`config.mk`:
```
export PLATFORM = sky130hd
export DESIGN_NAME = cnn_mul_rr_arbiter_flat
export DESIGN_NICKNAME = d
export VERILOG_FILES = /design/src/rtl/cnn_mul_rr_arbiter_if.sv /design/src/rtl/cnn_mul_rr_arbiter.sv /design/src/flat_wrapper.sv
export SDC_FILE = /design/constraint.sdc
export NUM_CORES = 1
export LEC_CHECK = 0
export CORE_ASPECT_RATIO = 0.5
export CORE_MARGIN = 4
export CORE_UTILIZATION = 48
export DETAILED_ROUTE_END_ITERATION = 10
export PLACE_DENSITY_LB_ADDON = 0.12
export SETUP_SLACK_MARGIN = 0.02
export SLEW_MARGIN = 20
export SYNTH_ARGS = -nofsm -noshare
export SYNTH_HDL_FRONTEND = slang
export SYNTH_SLANG_ARGS = --single-unit
```
`constraint.sdc`:
```
create_clock -name ap_clk -period 4.5 [get_ports ap_clk]
set_input_delay 0.45 -clock ap_clk [delete_from_list [all_inputs] [get_ports ap_clk]]
set_output_delay 0.45 -clock ap_clk [all_outputs]
set_load 0.005 [all_outputs]
```
`src/rtl/cnn_mul_rr_arbiter_if.sv`:
```
// Requester/consumer bundle for the shared conv multiplier arbiter.
// The master side drives requests and accepts responses; the arbiter is the slave.
interface cnn_mul_rr_arbiter_if #(
  parameter int NUM_REQ    = 4,
  parameter int din0_WIDTH = 14,
  parameter int din1_WIDTH = 6,
  parameter int dout_WIDTH = 20,
  parameter int ID_W       = $clog2(NUM_REQ)
);
  logic [NUM_REQ-1:0]            req_valid;
  logic [NUM_REQ*din0_WIDTH-1:0] req_a;
  logic [NUM_REQ*din1_WIDTH-1:0] req_b;
  logic [NUM_REQ-1:0]            req_ready;
  logic                          rsp_valid;
  logic [ID_W-1:0]               rsp_id;
  logic [dout_WIDTH-1:0]         rsp_p;
  logic                          rsp_ready;
  logic                          busy;

  modport master (
    output req_valid, req_a, req_b, rsp_ready,
    input  req_ready, rsp_valid, rsp_id, rsp_p, busy
  );

  modport slave (
    input  req_valid, req_a, req_b, rsp_ready,
    output req_ready, rsp_valid, rsp_id, rsp_p, busy
  );
endinterface

```
`src/rtl/cnn_mul_rr_arbiter.sv`:
```
// Round-robin arbiter sharing one pipelined 14x6 signed*unsigned multiplier
// between NUM_REQ conv channels; products return tagged with the requester index.
module cnn_mul_rr_arbiter #(
  parameter int NUM_REQ    = 4,
  parameter int NUM_STAGE  = 2,
  parameter int din0_WIDTH = 14,
  parameter int din1_WIDTH = 6,
  parameter int dout_WIDTH = 20,
  parameter int ID_W       = $clog2(NUM_REQ)
) (
  input  logic                 ap_clk,
  input  logic                 ap_rst,
  cnn_mul_rr_arbiter_if.slave  bus
);

  logic [ID_W-1:0]       r_ptr;
  logic [NUM_STAGE-1:0]  r_vld;
  logic [ID_W-1:0]       r_id [NUM_STAGE];

  logic                  w_stall;
  logic                  w_found;
  logic                  w_accept;
  logic [ID_W-1:0]       w_idx;
  logic [ID_W-1:0]       w_gnt;
  logic [ID_W-1:0]       w_ptr_nxt;
  logic [din0_WIDTH-1:0] w_sel_a;
  logic [din1_WIDTH-1:0] w_sel_b;
  logic [dout_WIDTH-1:0] w_rsp_p;

  // Sign-extend A, zero-extend B, keep the low dout_WIDTH bits: exact two's complement product.
  function automatic logic [dout_WIDTH-1:0] f_mul(input logic [din0_WIDTH-1:0] a,
                                                  input logic [din1_WIDTH-1:0] b);
    logic [dout_WIDTH-1:0] ext_a;
    logic [dout_WIDTH-1:0] ext_b;
    ext_a = {{(dout_WIDTH-din0_WIDTH){a[din0_WIDTH-1]}}, a};
    ext_b = {{(dout_WIDTH-din1_WIDTH){1'b0}}, b};
    return ext_a * ext_b;
  endfunction

  assign w_stall   = r_vld[NUM_STAGE-1] & ~bus.rsp_ready;
  assign w_accept  = w_found & ~w_stall & ~ap_rst;
  assign w_ptr_nxt = (w_gnt == ID_W'(NUM_REQ-1)) ? '0 : w_gnt + 1'b1;

  // NOTE: every always_comb output gets a default before any branch, so no latch is inferred.
  always_comb begin
    w_found = 1'b0;
    w_gnt   = '0;
    w_idx   = '0;
    w_sel_a = '0;
    w_sel_b = '0;
    for (int k = 0; k < NUM_REQ; k++) begin
      w_idx = ID_W'((int'(r_ptr) + k) % NUM_REQ);
      if (!w_found && bus.req_valid[w_idx]) begin
        w_found = 1'b1;
        w_gnt   = w_idx;
      end
    end
    for (int k = 0; k < NUM_REQ; k++) begin
      if (ID_W'(k) == w_gnt) begin
        w_sel_a = bus.req_a[k*din0_WIDTH +: din0_WIDTH];
        w_sel_b = bus.req_b[k*din1_WIDTH +: din1_WIDTH];
      end
    end
  end

  always_comb begin
    bus.req_ready = '0;
    if (w_accept) bus.req_ready[w_gnt] = 1'b1;
  end

  // NOTE: sequential state uses <= so every stage samples pre-edge values and shifts in lockstep.
  always_ff @(posedge ap_clk) begin
    if (ap_rst) begin
      r_ptr <= '0;
      r_vld <= '0;
      for (int k = 0; k < NUM_STAGE; k++) r_id[k] <= '0;
    end else if (!w_stall) begin
      r_vld[0] <= w_accept;
      r_id[0]  <= w_gnt;
      for (int k = 1; k < NUM_STAGE; k++) begin
        r_vld[k] <= r_vld[k-1];
        r_id[k]  <= r_id[k-1];
      end
      if (w_accept) r_ptr <= w_ptr_nxt;
    end
  end

  generate
    if (NUM_STAGE == 1) begin : g_single
      logic [dout_WIDTH-1:0] r_p;
      always_ff @(posedge ap_clk) begin
        if (ap_rst)        r_p <= '0;
        else if (w_accept) r_p <= f_mul(w_sel_a, w_sel_b);
      end
      assign w_rsp_p = r_p;
    end else begin : g_multi
      logic [din0_WIDTH-1:0] r_a;
      logic [din1_WIDTH-1:0] r_b;
      logic [dout_WIDTH-1:0] r_p [1:NUM_STAGE-1];

      // NOTE: operand registers carry no reset; r_vld[0] qualifies them, so reset fanout is saved.
      always_ff @(posedge ap_clk) begin
        if (w_accept) begin
          r_a <= w_sel_a;
          r_b <= w_sel_b;
        end
      end

      // Product stages load only behind a valid entry so rsp_p holds its last value across bubbles.
      always_ff @(posedge ap_clk) begin
        if (ap_rst) begin
          for (int k = 1; k < NUM_STAGE; k++) r_p[k] <= '0;
        end else if (!w_stall) begin
          if (r_vld[0]) r_p[1] <= f_mul(r_a, r_b);
          for (int k = 2; k < NUM_STAGE; k++) begin
            if (r_vld[k-1]) r_p[k] <= r_p[k-1];
          end
        end
      end
      assign w_rsp_p = r_p[NUM_STAGE-1];
    end
  endgenerate

  assign bus.rsp_valid = r_vld[NUM_STAGE-1];
  assign bus.rsp_id    = r_id[NUM_STAGE-1];
  assign bus.rsp_p     = w_rsp_p;
  assign bus.busy      = |r_vld;

endmodule
```
`src/flat_wrapper.sv`:
```
// flat-port wrapper written by rule: the top's interface ports become plain ports
module cnn_mul_rr_arbiter_flat 
#(
  parameter int NUM_REQ    = 4,
  parameter int NUM_STAGE  = 2,
  parameter int din0_WIDTH = 14,
  parameter int din1_WIDTH = 6,
  parameter int dout_WIDTH = 20,
  parameter int ID_W       = $clog2(NUM_REQ)
)
  (ap_clk, ap_rst, bus_req_valid, bus_req_a, bus_req_b, bus_rsp_ready, bus_req_ready, bus_rsp_valid, bus_rsp_id, bus_rsp_p, bus_busy);
  cnn_mul_rr_arbiter_if #(.NUM_REQ(NUM_REQ), .din0_WIDTH(din0_WIDTH), .din1_WIDTH(din1_WIDTH), .dout_WIDTH(dout_WIDTH), .ID_W(ID_W)) bus_i ();
  input  logic ap_clk;
  input  logic ap_rst;
  input wire logic [$bits(bus_i.req_valid)-1:0] bus_req_valid;
  input wire logic [$bits(bus_i.req_a)-1:0] bus_req_a;
  input wire logic [$bits(bus_i.req_b)-1:0] bus_req_b;
  input wire logic [$bits(bus_i.rsp_ready)-1:0] bus_rsp_ready;
  output wire logic [$bits(bus_i.req_ready)-1:0] bus_req_ready;
  output wire logic [$bits(bus_i.rsp_valid)-1:0] bus_rsp_valid;
  output wire logic [$bits(bus_i.rsp_id)-1:0] bus_rsp_id;
  output wire logic [$bits(bus_i.rsp_p)-1:0] bus_rsp_p;
  output wire logic [$bits(bus_i.busy)-1:0] bus_busy;
  assign bus_i.req_valid = bus_req_valid;
  assign bus_i.req_a = bus_req_a;
  assign bus_i.req_b = bus_req_b;
  assign bus_i.rsp_ready = bus_rsp_ready;
  assign bus_req_ready = bus_i.req_ready;
  assign bus_rsp_valid = bus_i.rsp_valid;
  assign bus_rsp_id = bus_i.rsp_id;
  assign bus_rsp_p = bus_i.rsp_p;
  assign bus_busy = bus_i.busy;
  cnn_mul_rr_arbiter #(.NUM_REQ(NUM_REQ), .NUM_STAGE(NUM_STAGE), .din0_WIDTH(din0_WIDTH), .din1_WIDTH(din1_WIDTH), .dout_WIDTH(dout_WIDTH), .ID_W(ID_W)) u_core (.ap_clk(ap_clk), .ap_rst(ap_rst), .bus(bus_i));
endmodule
```
## Word-level counts from Yosys, hierarchy flattened

Memories as Yosys holds them, arrays and structs flattened.
Index checks and enable logic that the tools add are counted.

- Flip-flop bits (word level): 24
- RAM bits: 24
- Input port bits: 87
- Output and inout port bits: 28
- Logic and storage cells: 80
- Memories kept: 2

- Add/sub/neg operators: 4
- Multiply operators: 1
- Order comparisons: 6
- Equal/unequal tests: 4
- Mux-type cells: 40
- Bitwise operators: 9
- Reductions and logical operators: 10

Memory list:

| memory | depth | width | rd ports | clocked after memory_dff | wr ports | RTL line | source |
|---|---|---|---|---|---|---|---|
| u_core.g_multi.r_p | 1 | 20 | 1 | 0 | 1 | cnn_mul_rr_arbiter.sv:99 | `logic [dout_WIDTH-1:0] r_p [1:NUM_STAGE-1];` |
| u_core.r_id | 2 | 2 | 2 | 0 | 2 | cnn_mul_rr_arbiter.sv:18 | `logic [ID_W-1:0] r_id [NUM_STAGE];` |

Operators with widths:

| kind | number |
|---|---|
| 2-to-1 mux 14 bit | 4 |
| 2-to-1 mux 6 bit | 4 |
| multiplier 14 x 7 -> 20 bit | 1 |
| 2-to-1 mux 20 bit | 1 |
| 2-to-1 mux 1 bit | 18 |
| < comparator 2 x 3 -> 1 bit (second input constant) | 5 |
| 2-to-1 mux 2 bit | 7 |
| binary-select mux 1 bit (select 2 bit) | 4 |
| adder 2 x 1 -> 2 bit (second input constant) | 2 |
| adder 2 bit (second input constant) | 2 |
| == test 2 bit (first input constant) | 2 |
| logical AND 1 bit | 4 |
| 2-to-1 mux 4 bit | 1 |
| bitwise AND 1 bit | 3 |
| zero test 1 bit | 3 |
| NOT 1 bit | 3 |
| OR 1 bit | 3 |
| demux 1 bit (select 2 bit) | 1 |
| == test 1 x 2 -> 1 bit (first input constant) | 1 |
| == test 2 bit (second input constant) | 1 |
| greater-or-equal comparator 2 x 1 -> 1 bit (second input constant) | 1 |
| zero test 2 bit | 1 |
| AND reduction 2 bit | 1 |
| OR reduction 2 bit | 1 |

## Depth between registers and ports, before layout

Gate-level depths: netlist (run 1).

- Word-level depth: 17
- Mapped depth: 18
- Mapped depth without buffers: 16

## Worst setup path before layout (run 1)

OpenSTA, ideal clock, no wires.

- Path type: reg-to-reg
- Start: register u_core.g_multi.r_b[3]
- End: memory u_core.g_multi.r_p[1][17], data pin
- Library setup time: 260 ps
- Arrival time: 4277 ps
- Data required time: 4240 ps
- Setup slack: -37 ps
- Cell stages (with the launch flop): 17
- Path buffers: 2
- Clock period less this slack: 4537 ps
- Cells stage by stage: edfxtp_1 clkbuf_1 and2_1 fa_1 fa_1 fa_1 inv_1 fa_1 inv_1 ha_1 buf_6 a211o_1 a21oi_2 o2111ai_1 o221a_1 nor3_1 nor3_2

- Longest elaborated chain between the ends: 2

Ends and longest elaborated chain:

| what | RTL line | source |
|---|---|---|
| from (decl) | cnn_mul_rr_arbiter.sv:98 | `logic [din1_WIDTH-1:0] r_b;` |
| from (signal assigned) | cnn_mul_rr_arbiter.sv:105 | `r_b <= w_sel_b;` |
| multiplier 14 x 7 -> 20 bit | cnn_mul_rr_arbiter.sv:37 | `return ext_a * ext_b;` |
| 2-to-1 mux 20 bit (no source line) | n/a |  |
| to (decl) | cnn_mul_rr_arbiter.sv:99 |  |

No other way between the ends.

## Worst setup path after layout (run 1)

- Start: register u_core.g_multi.r_b[3]
- End: memory u_core.g_multi.r_p[1][16], data pin

The elaborated chain is that of the path after synthesis.

==> results of run 1 <==
-- cell usage in the layout, fill, tap and decap left out, types with 3 or more instances in the layout --
cell             Yosys  routed
a211oi_1             6       4
a21o_1               6       6
a21oi_1             36      29
a21oi_2              1       7
a22oi_1             20      20
and2_1              73      66
and2_4               0       7
and3_1               3       3
buf_4                3      42
buf_6                2       6
clkbuf_16            0       5
clkdlybuf4s50_1      0     114
dfxtp_1              4       4
edfxtp_1            44      44
fa_1                57      55
ha_1                43      31
ha_4                 0      11
inv_1               74      69
inv_2                0       5
nand2_1             57      53
nand2_2              0       3
nand3_1              6       3
nand3_2              0       3
nor2_1              48      45
nor2b_1              3       3
nor3_1               9       7
nor3_2               2       4
o211ai_1             3       3
o21a_1               4       4
o21ai_0             30      25
o21ai_1              1       4
xnor2_1              9       7
xor2_1               4       4
-- power by group through the flow --
stage	clock [W]	sequential [W]	combinational [W]
after floorplan	0	0.000710	0.00251
final	0.000472	0.000720	0.00461
after detailed placement	0	0.000731	0.00349
after global routing	0.000499	0.000735	0.00509
after CTS	0.000481	0.000718	0.00385
after global placement	0	0.000729	0.00344
-- tightest hold or removal path, delay by kind of cell, from the launching register on --
family | cells | cell delay, ns
flip-flops | 1 | 0.33
AND/OR/NAND/NOR | 2 | 0.14
-- state kept, by name, indices dropped and copies added, names as in the netlist --
name                cells
u_core.g_multi.r_a     14
u_core.r_ptr            2
u_core.g_multi.r_b      6
u_core.r_id             4
u_core.r_vld            2
u_core.g_multi.r_p     20
-- what timing repair did --
action	in CTS	in global routing
endpoints found under the setup margin	8	11
endpoints found under the hold margin	0	0
gates resized for setup	19	49
pin swaps	23	18
buffers inserted	15	5
-- area by class of cell --
class	count	area share (%)
clock buffers	6	1.710
clock inverters	2	0.7968
inverters	74	3.685
multi-input cells	449	52.59
flip-flops and latches	48	18.59
well taps	145	2.407
repair buffers	162	20.22
-- cells by family after synthesis --
family,synth area share (%)
compound gates,14.68
xor+xnor,2.084
fa+ha+maj,30.73
buf+inv,7.442
flops,25.65
mux,0.1832
simple gates,19.24
-- through the flow --
step | instance area (µm²) | utilization, % | total power, W | setup TNS, ns
final | 7537 | 68.23 | 0.005803 | -0.1175
after global routing | 7537 | 68.23 | 0.006322 | -1.507
after CTS | 7286 | 65.95 | 0.005048 | 0
after detailed placement | 6888 | 62.35 | 0.004222 | -0.3345
after global placement | 6888 | 62.35 | 0.004168 | -0.03786
after floorplan | 5475 | - | 0.003225 | 0
-- worst max path at each step --
stage | cells past startpoint | slack [ns] | startpoint | endpoint
floorplan | 16 | 0.03 | u_core.g_multi.r_b[3] | u_core.g_multi.r_p[1][17]
global route | 17 | -0.24 | u_core.g_multi.r_b[2] | u_core.g_multi.r_p[1][15]
finish | 14 | -0.07 | u_core.g_multi.r_b[3] | u_core.g_multi.r_p[1][16]
detailed placement | 13 | -0.14 | u_core.g_multi.r_b[3] | u_core.g_multi.r_p[1][16]
CTS | 15 | 0.007 | u_core.g_multi.r_b[3] | u_core.g_multi.r_p[1][16]
global placement | 15 | -0.04 | u_core.g_multi.r_a[3] | u_core.g_multi.r_p[1][16]
-- per-layer routing --
metal | part of all wire [%] | global-route usage [%] | up-vias
li1 | - | - | 2276
met1 | 50 | 28.16 | 2129
met2 | 44 | 30.99 | 131
met3 | 6.6 | 4.809 | 2
met4 | 0.28 | 2.520 | 0
met5 | 0 | 0 | -
-- synth_stat cells, drive strengths merged (2+ instances only) --
master / n / share of area, %
nand3: 6 / 0.55
o21bai: 3 / 0.41
o21ai: 32 / 3.1
and2: 73 / 8.4
a211oi: 7 / 1.1
nand2: 57 / 3.9
a22oi: 20 / 2.7
dfxtp: 4 / 1.5
nor3: 12 / 1.5
ha: 43 / 9.8
buf: 7 / 0.98
a21o: 7 / 0.98
o22ai: 2 / 0.23
a21oi: 37 / 3.5
edfxtp: 44 / 24
inv: 74 / 5.1
xor2: 4 / 0.64
nor2b: 3 / 0.34
fa: 57 / 21
clkbuf: 20 / 1.4
a211o: 3 / 0.50
o21a: 4 / 0.55
xnor2: 9 / 1.4
or3: 2 / 0.23
nor2: 48 / 3.3
o211ai: 3 / 0.41
nand2b: 2 / 0.23
and3: 3 / 0.34
==> results.yml, run 1 <==
clock_network:
  clk_latency_ns: 0.29
  clock-root-buffer: "clkbuf_16"
  cts_tree: "yes"
  holdBufCountCts: 0
  cts_made_buffers: 5
  htreeDepth: 2
  clock_path_buffers: 2
  cts_sinks: 48
  cts.clk_slew.worst_paths_ns: 0.06
route:
  vias_per_cell: 5.122
  vias: 4538
  wirelength_um: 13640
  first_iter_violations: 196
  drt_pass1_iterations: 4
  drc: 0
  ant_nets: 0
  post_drt_wl_per_cell_um: 15.39
final_layout:
  syn_to_final_growth_pct: 37.94
  fillCellCount: 873
  nets: 927
  antenna_cells: 0
  multi_input_area_um2: 3964
  seq_area_um2: 1401
  drive_gt1_share_pct: 15.92
  final_cell_count_no_fill: 886
critical_path:
  cpMostUsedCell: "fa_1"
  critPathMaxStageDelay_ns: 0.55
  reg2reg_slack_ns: -0.07
  start_kind: "flip-flop"
  worstPathArrival_ns: 4.60
  cp_top_family: "adder cells"
  reg2reg_depth: 14
  slowest_stage: "fa_1"
  required_ns: 4.53
  crit_path_end_kind: "flip-flop"
  crit-reg2reg-launch: "u_core.g_multi.r_b[3]"
  path_buf_inv: 3
  r2r_end: "u_core.g_multi.r_p[1][16]"
  cp_max_fo: 5
  path_class: "reg -> reg"
  path_cells: "buf_4 > and2_4 > fa_1 > fa_2 > fa_1 > inv_2 > fa_1 > inv_2 > ha_4 > a21o_1 > a211o_1 > o21ai_4 > nor3_1 > or3_1"
worst_hold_path:
  hold-path-cell-count: 2
  min-delay-path-class: "reg -> reg"
  hold-path-endpoint: "u_core.r_vld[1]"
  hp-start: "u_core.r_vld[0]"
pwr:
  p_comb_share_pct: 79.5
  ir_drop_mv: 0.4256
  power_density_nw_per_um2: 770.0
  seq_power_share_pct: 12.4
  pwr-share-clk_pct: 8.1
  p_sw_w: 0.002604
  sw_frac_of_total_pct: 44.87
  p_int_w: 0.003199
  leakage_nw: 3.290
logic_synthesis:
  ys_ff_latch: 48
  synth-async-reset-ratio_pct: 0
  avgSynthCellArea_um2: 9.137
  synth_seq_area_share_pct: 25.65
  yosys_warnings: 0
  synthCells: 598
  synth_area_um2: 5464
  ys_types: 51
  synth-main-ff-cell: "edfxtp_1"
  syn_nets: 785
  synth_edf_count: 44
sta:
  hold_ws_ns: 0.5157
  slew_violations: 0
  relSlewSlack_pct: 27.97
  clock_skew_ns: 0.007637
  hold_violations: 0
  fmax_ghz: 0.2189
  finalSetupViolCount: 4
  fin_ws_ns: -0.06923
  layout_worst_path_cycle_share_pct: 101.5
  post-route-min-period_ns: 4.569
  rsz0062_at_grt: "true"
  worst_slew_pin_slew_ns: 1.080
placed_design:
  dp.cells: 859
  gp_congestion: 0.8963
  preCtsSetupSlack_ns: -0.1399
  portBuffers: 114
  hpwl_um: 10460
die:
  start_util_pct: 49.46
  die_w_um: 158.9
  io_pins: 115
  rows: 27
  design.core.area_um2: 11050
  die_h_um: 83.45
  dieArea_um2: 13260
grt:
  first_global_vias: 4488
  gr-total-overflow: 0
  grt_start_max_net_pins: 42
  grt_usage_pct: 19.57
  antenna_found_initial: 0
  grt_pass1_wl_um: 21560
outcome:
  status: "finished with violations"
  failed_checks: "negative setup slack"
flow_run:
  cap_violations: 0
(Power assumes the default switching activity.)
==> run 2, diff against run 1 <==
Settings changed: CELL_PAD_IN_SITES_DETAIL_PLACEMENT from default to 0, CELL_PAD_IN_SITES_GLOBAL_PLACEMENT from default to 1, CORE_MARGIN 4 to 2, CORE_UTILIZATION 48 to 36, GPL_TIMING_DRIVEN from default to 0.
==> results.yml, run 2 (synthesis results as in run 1) <==
outcome:
  status: "finished with violations"
  failed_checks: "negative setup slack"
critical_path:
  start_kind: "flip-flop"
  reg2reg_slack_ns: -0.06
  crit-reg2reg-launch: "u_core.g_multi.r_b[3]"
  required_ns: 4.54
  crit_path_end_kind: "flip-flop"
  path_class: "reg -> reg"
  reg2reg_depth: 16
  worstPathArrival_ns: 4.60
  r2r_end: "u_core.g_multi.r_p[1][16]"
  cp_max_fo: 7
grt:
  grt_pass1_wl_um: 23510
  gr-total-overflow: 0
  grt_start_max_net_pins: 27
  antenna_found_initial: 0
  first_global_vias: 4618
  grt_usage_pct: 18.37
clock_network:
  holdBufCountCts: 0
  cts_sinks: 48
  clock_path_buffers: 2
  cts_tree: "yes"
  htreeDepth: 2
  cts_made_buffers: 5
  clock-root-buffer: "clkbuf_16"
  cts.clk_slew.worst_paths_ns: 0.07
  clk_latency_ns: 0.29
route:
  drc: 0
  wirelength_um: 14610
  ant_nets: 0
  post_drt_wl_per_cell_um: 15.43
  vias_per_cell: 4.777
  vias: 4524
  wl_met2_um: 5988
  first_iter_violations: 234
  drt_pass1_iterations: 4
  maxUsedRoutingLayer: "met4"
  wirelength_met1_um: 7602
  met3WireLength_um: 921
die:
  rows: 31
  start_util_pct: 37.27
  dieArea_um2: 16240
  die_h_um: 91.12
  io_pins: 115
  die_w_um: 178.2
  design.core.area_um2: 14660
sta:
  worst_slew_pin_slew_ns: 0.8980
  fmax_ghz: 0.2193
  slew_violations: 0
  finalSetupViolCount: 3
  fin_ws_ns: -0.05919
  post-route-min-period_ns: 4.559
  clock_skew_ns: 0.007236
  rsz0062_at_grt: "true"
  layout_worst_path_cycle_share_pct: 101.3
  hold_violations: 0
  relSlewSlack_pct: 40.06
worst_hold_path:
  hold-path-cell-count: 2
  hold-path-endpoint: "u_core.r_vld[1]"
  hp-start: "u_core.r_vld[0]"
  min-delay-path-class: "reg -> reg"
placed_design:
  placed_area_um2: 6869
  preCtsSetupSlack_ns: -0.4535
  dp.cells: 910
  gp_congestion: 0.8148
  hpwl_um: 11850
  portBuffers: 113
final_layout:
  max_flop_register: "u_core.g_multi.r_p"
  final_core_util_pct: 51.78
  layout.cells.most_common: "clkdlybuf4s50_1"
  fin_area_um2: 7591
  nets: 935
  antenna_cells: 0
  syn_to_final_growth_pct: 38.93
  largest_reg_flops: 20
  drive_gt1_share_pct: 15.49
  largest_registers: "u_core.g_multi.r_p: 20 flops, u_core.g_multi.r_a: 14 flops, u_core.g_multi.r_b: 6 flops"
  layout_common_cells: "clkdlybuf4s50_1, and2_1, inv_1, nand2_1, fa_1"
  final_cell_count_no_fill: 947
pwr:
  power_density_nw_per_um2: 729.3
  leakage_nw: 3.263
  ir_drop_mv: 0.3664
flow_run:
  cap_violations: 0
## run 2: cell types whose count changed in the layout (fill, tap and decap cells not counted), sizes merged
cell | before | now
clkbuf | 6 | 25
clkinv | 0 | 1
bufinv | 2 | 1
clkdlybuf4s50 | 114 | 113
buf | 48 | 38
## run 2: worst max-delay path, cell delays in order, from the launching register on
cell and delay (ns):
edfxtp_1 0.43, buf_6 0.16, and2_4 0.13, fa_1 0.54, inv_2 0.04, fa_1 0.49
inv_2 0.04, fa_1 0.52, inv_1 0.05, fa_2 0.52, inv_2 0.05, ha_4 0.15
a21o_1 0.16, a211o_1 0.30, o21ai_4 0.29, nor3_2 0.06, or3_1 0.34
## run 2: layout make-up
type,instances,area [µm²]
fillers,1395,7071
multi-input cells,449,3948
flip-flops and latches,48,1401
repair buffers,144,1388
inverters,74,277.8
well taps,198,247.7
plain buffers,26,151.4
clock buffers,6,138.9
clock inverters,2,38.79
## run 2: worst max path at each step
stage,startpoint,to,cells after the start
detailed placement,u_core.g_multi.r_b[1],u_core.g_multi.r_p[1][16],14
finish,u_core.g_multi.r_b[3],u_core.g_multi.r_p[1][16],16
floorplan,u_core.g_multi.r_b[3],u_core.g_multi.r_p[1][17],16
global placement,u_core.g_multi.r_b[1],u_core.g_multi.r_p[1][16],14
global route,u_core.g_multi.r_b[1],u_core.g_multi.r_p[1][15],17
CTS,u_core.g_multi.r_b[1],u_core.g_multi.r_p[1][17],16
## run 2: routing by layer
metal	track usage (%)	up-vias
li1	-	2290
met1	27.64	2126
met2	26.87	100
met3	4.774	8
met4	2.642	0
met5	0	-
## run 2: timing repair
item,CTS,global route
resized for setup,43,35
endpoints found under the setup margin,10,11
pin swaps,31,24
setup buffers,24,6
## run 2: metrics by stage
| stage | setup TNS (ns) | hold slack, ns | power [W] |
|---|---|---|---|
| 6_report | -0.07984 | 0.5175 | 0.005536 |
| 5_1_grt | -0.7528 | 0.5486 | 0.006077 |
| 4_1_cts | -0.03387 | 0.5254 | 0.005191 |
| 3_5_place_dp | -2.928 | 0.5107 | 0.004078 |
| 3_3_place_gp | -2.937 | 0.5055 | 0.004056 |
| 2_1_floorplan | 0 | 0.4777 | 0.003225 |
## run 2: power by group
part | switching, W | internal, W
clock | 0.000165 | 0.000278
sequential | 0.0000678 | 0.000646
combinational | 0.00224 | 0.00213
total | 0.00248 | 0.00306
